[src/rtl/quantum_scheduler_pkg.sv]
// quantum_scheduler_pkg: shared state, next-PC select and swap-cause encodings
package quantum_scheduler_pkg;
  typedef enum logic {OS_RUN, USER_RUN} state_t;
  typedef enum logic [1:0] {CAUSE_NONE, CAUSE_QUANTUM, CAUSE_SYSCALL} cause_t;
  localparam logic [2:0] SEL_PC1 = 3'd0;
  localparam logic [2:0] SEL_REG = 3'd1;
  localparam logic [2:0] SEL_IMM = 3'd2;
  localparam logic [2:0] SEL_DESV = 3'd3;
  localparam logic [2:0] SEL_RET = 3'd4;
  localparam logic [31:0] OS_ENTRY = 32'd96;
endpackage

[src/rtl/quantum_scheduler_if.sv]
// quantum_scheduler_if: decoder-side controls in, next-PC mux controls out
interface quantum_scheduler_if #(parameter int QW = 16) ();
  logic instr_valid;
  logic [2:0] jump_ctrl;
  logic [31:0] pc_next_cand;
  logic syscall;
  logic proc_resume;
  logic quantum_load;
  logic [QW-1:0] quantum_value;
  logic swap_so;
  logic [2:0] mux_ctrl;
  logic [31:0] end_ret;
  logic user_mode;
  logic [1:0] swap_cause;
  modport master (
    output instr_valid, jump_ctrl, pc_next_cand, syscall, proc_resume, quantum_load, quantum_value,
    input swap_so, mux_ctrl, end_ret, user_mode, swap_cause
  );
  modport slave (
    input instr_valid, jump_ctrl, pc_next_cand, syscall, proc_resume, quantum_load, quantum_value,
    output swap_so, mux_ctrl, end_ret, user_mode, swap_cause
  );
endinterface

[src/rtl/quantum_scheduler_counter.sv]
// quantum_counter: remaining-instruction counter with load, clear, decrement and one-detect
module quantum_counter #(parameter int QW = 16) (
  input  logic          clk,
  input  logic          rst,
  input  logic          load,
  input  logic          clr,
  input  logic          dec,
  input  logic [QW-1:0] load_val,
  output logic          is_one
);
  logic [QW-1:0] cnt;
  always_ff @(posedge clk) begin
    if (rst || clr) cnt <= '0;
    else if (load) cnt <= load_val;
    else if (dec && cnt != '0) cnt <= cnt - 1'b1;
  end
  assign is_one = cnt == QW'(1);
endmodule

[src/rtl/quantum_scheduler.sv]
// quantum_scheduler: preemptive time-slice control of the next-PC mux (OS entry / return-to-process)
module quantum_scheduler
  import quantum_scheduler_pkg::*;
#(
  parameter int QW = 16,
  parameter int DEFAULT_QUANTUM = 100
) (
  input logic clk,
  input logic rst,
  quantum_scheduler_if.slave bus
);
  state_t state;
  logic [QW-1:0] quantum_reg;
  logic is_one, user_instr, expire, swap, resume;
  assign user_instr = state == USER_RUN && bus.instr_valid;
  // A zero quantum disables timer preemption; only syscalls can swap.
  assign expire = quantum_reg != '0 && is_one;
  assign swap = user_instr && (bus.syscall || expire);
  assign resume = state == OS_RUN && bus.instr_valid && bus.proc_resume;
  assign bus.swap_so = swap;
  assign bus.mux_ctrl = resume ? SEL_RET : bus.jump_ctrl;
  assign bus.user_mode = state == USER_RUN;
  quantum_counter #(.QW(QW)) u_cnt (
    .clk(clk),
    .rst(rst),
    .load(resume),
    .clr(swap),
    .dec(user_instr),
    .load_val(quantum_reg),
    .is_one(is_one)
  );
  always_ff @(posedge clk) begin
    if (rst) begin
      state <= OS_RUN;
      quantum_reg <= QW'(DEFAULT_QUANTUM);
      bus.end_ret <= '0;
      bus.swap_cause <= CAUSE_NONE;
    end else begin
      if (bus.quantum_load) quantum_reg <= bus.quantum_value;
      if (resume) state <= USER_RUN;
      if (swap) begin
        state <= OS_RUN;
        bus.end_ret <= bus.pc_next_cand;
        bus.swap_cause <= bus.syscall ? CAUSE_SYSCALL : CAUSE_QUANTUM;
      end
    end
  end
endmodule

[src/flat_wrapper.sv]
// flat-port wrapper written by rule: the top's interface ports become plain ports
module quantum_scheduler_flat import quantum_scheduler_pkg::*;
#(
  parameter int QW = 16,
  parameter int DEFAULT_QUANTUM = 100
)
  (clk, rst, bus_instr_valid, bus_jump_ctrl, bus_pc_next_cand, bus_syscall, bus_proc_resume, bus_quantum_load, bus_quantum_value, bus_swap_so, bus_mux_ctrl, bus_end_ret, bus_user_mode, bus_swap_cause);
  quantum_scheduler_if #(.QW(QW)) bus_i ();
  input logic clk;
  input logic rst;
  input wire logic [$bits(bus_i.instr_valid)-1:0] bus_instr_valid;
  input wire logic [$bits(bus_i.jump_ctrl)-1:0] bus_jump_ctrl;
  input wire logic [$bits(bus_i.pc_next_cand)-1:0] bus_pc_next_cand;
  input wire logic [$bits(bus_i.syscall)-1:0] bus_syscall;
  input wire logic [$bits(bus_i.proc_resume)-1:0] bus_proc_resume;
  input wire logic [$bits(bus_i.quantum_load)-1:0] bus_quantum_load;
  input wire logic [$bits(bus_i.quantum_value)-1:0] bus_quantum_value;
  output wire logic [$bits(bus_i.swap_so)-1:0] bus_swap_so;
  output wire logic [$bits(bus_i.mux_ctrl)-1:0] bus_mux_ctrl;
  output wire logic [$bits(bus_i.end_ret)-1:0] bus_end_ret;
  output wire logic [$bits(bus_i.user_mode)-1:0] bus_user_mode;
  output wire logic [$bits(bus_i.swap_cause)-1:0] bus_swap_cause;
  assign bus_i.instr_valid = bus_instr_valid;
  assign bus_i.jump_ctrl = bus_jump_ctrl;
  assign bus_i.pc_next_cand = bus_pc_next_cand;
  assign bus_i.syscall = bus_syscall;
  assign bus_i.proc_resume = bus_proc_resume;
  assign bus_i.quantum_load = bus_quantum_load;
  assign bus_i.quantum_value = bus_quantum_value;
  assign bus_swap_so = bus_i.swap_so;
  assign bus_mux_ctrl = bus_i.mux_ctrl;
  assign bus_end_ret = bus_i.end_ret;
  assign bus_user_mode = bus_i.user_mode;
  assign bus_swap_cause = bus_i.swap_cause;
  quantum_scheduler #(.QW(QW), .DEFAULT_QUANTUM(DEFAULT_QUANTUM)) u_core (.clk(clk), .rst(rst), .bus(bus_i));
endmodule
[config.mk]
export PLATFORM = sky130hd
export DESIGN_NAME = quantum_scheduler_flat
export DESIGN_NICKNAME = d
export VERILOG_FILES = /design/src/rtl/quantum_scheduler_pkg.sv /design/src/rtl/quantum_scheduler_if.sv /design/src/rtl/quantum_scheduler_counter.sv /design/src/rtl/quantum_scheduler.sv /design/src/flat_wrapper.sv
export SDC_FILE = /design/constraint.sdc
export NUM_CORES = 1
export LEC_CHECK = 0
export ABC_AREA = 1
export BUFFER_PORTS_ARGS = -buffer_cell sky130_fd_sc_hd__buf_2
export CORE_ASPECT_RATIO = 2
export CORE_MARGIN = 4
export CORE_UTILIZATION = 49
export CTS_CLUSTER_SIZE = 16
export DETAILED_ROUTE_END_ITERATION = 8
export GPL_TIMING_DRIVEN = 0
export PLACE_DENSITY = 0.74
export SLEW_MARGIN = 20
export SYNTH_ARGS = -nofsm -noshare
export SYNTH_HDL_FRONTEND = slang
export SYNTH_SLANG_ARGS = --single-unit
[constraint.sdc]
create_clock -name clk -period 2.1 [get_ports clk]
set_input_delay 0.315 -clock clk [delete_from_list [all_inputs] [get_ports clk]]
set_output_delay 0.315 -clock clk [all_outputs]
set_load 0.005 [all_outputs]
==> results.txt <==
antenna violations before repair - 0
commonest non-fill, non-tap cell in the layout - nand2_1
Detailed Route Iter0 Violations - 197
WL/cell - 13.25 µm
first-pass GRT wire length - 15840 µm
vias per cell - 4.980
Avg Synthesized Cell Area - 6.642 µm²
buffers added on ports - 95
most used cell, CP - nand2_2
register area share after synthesis - 37.75%
Tot GR Track Use - 23.80%
dpl cell area - 4141 µm²
Hold/Removal Path Class - in2reg
Slew HR - 64.42%
post-synthesis compound-gate area fraction - 12.50%
Worst VDD drop - 0.5510 mV
largest net degree at the start of global routing - 12
die span in x - 68.22 µm
clock skew - 6.101 ps
PwrDens - 869.1 nW/µm²
Layout Nets - 700
Fin. Hold Viols - 0
Die Span Y - 128.4 µm
Cell variety after synth - 27
multiplexer share of the synthesized area - 0%
Vias - 3665
design area - 4464 µm²
clock buffer depth - 2
Rows - 43
clock sinks - 67
WHS - 212.5 ps
Final ANT Viol Nets - 0
post-synthesis xor/xnor area fraction - 0%
I/O pins - 96
Placed Cells - 720
status - completed
critical path cell sequence - nor2_2, nand2_2, clkinv_2, nand2_1, nor2_4, nand2_2, nand2_4, nand2_2, inv_1, buf_2
layout cells sized above 1 - 25.85%
CTS tree - yes
worst stage delay on the critical path - 370 ps
Adder-Cell Fraction of Synth Area - 0.7042%
GPL Wtd Cong - 0.8652
measured slew at the worst slew-check pin - 533.7 ps
fin cells - 736
Post-synth ARST share - 0%
Final period util - 93.95%
syn_nets - 594
crit-path max FO - 5
final wirelength - 9753 µm
unrepaired setup endpoints after global routing - no
Lkg Pwr - 2.273 nW
DRC Markers - 0
Synth Instances - 535
HPWL after detailed placement - 7762 µm
main flop type after synthesis - dfxtp_1
CTS Buf Count - 9
Max Cap Violations - 0
Synth Warn # - 0
setup violation total in the final timing report - 0
drt first pass iters - 4
CP required - 1780 ps
Starting Density - 50.81%
Layout area overhead - 25.63%
Crit. End Element - output port
post-route setup TNS - 0 ps
grt ovf - 0
Slowest-stage cell, CP - dfxtp_1
CTS clock-pin slew for the worst setup and hold paths - 50 ps
vias in the first global route - 3562
die footprint - 8761 µm²
Post-Syn Area - 3553 µm²
CORE AREA - 6994 µm²
FF+latch count, synth - 67
most frequent cells in the layout - nand2_1, buf_2, nor2_1, dfxtp_1
H-tree depth - 3
Final Max Slew Viols - 0
Fmax - 506.9 MHz
clk root buf - clkbuf_16
Post-synth EDFFs - 0
worst skew pair latency - 330 ps
combinational family with the most area after synthesis - simple AND/OR/NAND/NOR gates
Arr. time, crit path - 1660 ps
crit path launch type - register
max reg flops - 32
antenna cells - 0
Min Clock Period, post-route - 1973 ps
post-synthesis simple-gate area fraction - 36.58%
critical path class - reg2out
==> metal layers <==
| metal | track usage [%] | up-vias | part of all wire (%) |
|---|---|---|---|
| li1 | - | 1896 | - |
| met1 | 23.43 | 1638 | 36 |
| met2 | 42.26 | 99 | 54 |
| met3 | 5.852 | 32 | 5.0 |
| met4 | 15.12 | 0 | 5.4 |
| met5 | 0 | - | 0 |
==> per-stage QoR <==
stage          util [%]  power, mW  setup WS, ps
2_1_floorplan         -      2.107         580.8
3_3_place_gp      59.21      2.334         344.5
3_5_place_dp      59.21      2.358         269.6
4_1_cts           63.70      3.913         39.59
5_1_grt           63.83      4.104         15.65
6_report          63.83      3.880         127.0
==> layout make-up <==
type	count	area [µm²]
multi-input combinational	373	1777
inverter	68	262.8
fill	695	2530
tap	90	112.6
sequential	67	1343
clock buffer	12	266.5
clock inverter	4	47.55
timing repair buffer	95	475.5
buffer	27	180.2
==> cells in the mapped netlist (2+ instances only) <==
library cell	number	area (µm²)
nor2_1	94	352.8
nor2_4	3	33.78
ha_1	2	25.02
nand2_4	6	67.56
clkinv_1	2	7.510
nand4_1	2	12.51
buf_2	5	25.02
a21oi_1	39	195.2
nand2_1	111	416.7
nor2_2	4	25.02
buf_1	3	11.26
clkbuf_1	11	41.29
nand3b_1	2	15.01
or2_2	4	25.02
clkinv_2	2	10.01
dfxtp_1	67	1341
nand2_2	5	31.28
buf_6	6	67.56
inv_1	63	236.5
a21oi_2	15	131.4
nand3_1	62	310.3
o21ai_0	22	110.1
==> report_power, final <==
part | switching (mW) | total [mW] | internal [mW]
Clock | 0.533 | 1.54 | 1.01
Sequential | 0.0771 | 1.43 | 1.35
Combinational | 0.555 | 0.908 | 0.352
Total | 1.17 | 3.88 | 2.71
==> timing repair <==
item                                    in CTS  in global routing
endpoints found under the setup margin       0                  2
buffers inserted                             0                  0
resized for setup                            0                  3
hold buffers                                 0                  0
endpoints found under the hold margin        0                  0
==> path summary, 6_finish.rpt <==
check	startpoint	endpoint	slack, ps	depth (start not counted)
max	u_core.u_cnt.cnt[8]	bus_swap_so	130	10
min	bus_quantum_value[7]	u_core.quantum_reg[7]	210	3
max reg2reg	u_core.u_cnt.cnt[0]	u_core.u_cnt.cnt[8]	320	10
min reg2reg	u_core.bus.swap_cause[1]	u_core.bus.swap_cause[1]	450	2
==> logic make-up after synthesis <==
logic type               Yosys count
AND/OR/NAND/NOR                  294
buffers and inverters             95
AO/OA/AOI/OAI                     77
flip-flops                        67
adder cells (fa/ha/maj)            2
==> worst max-delay path, delay by kind of cell (launching register included) <==
family                 cells  cell delay [ps]
flip-flops                 1              370
AND/OR/NAND/NOR            7              720
buffers and inverters      3              240
(Power assumes the default switching activity.)
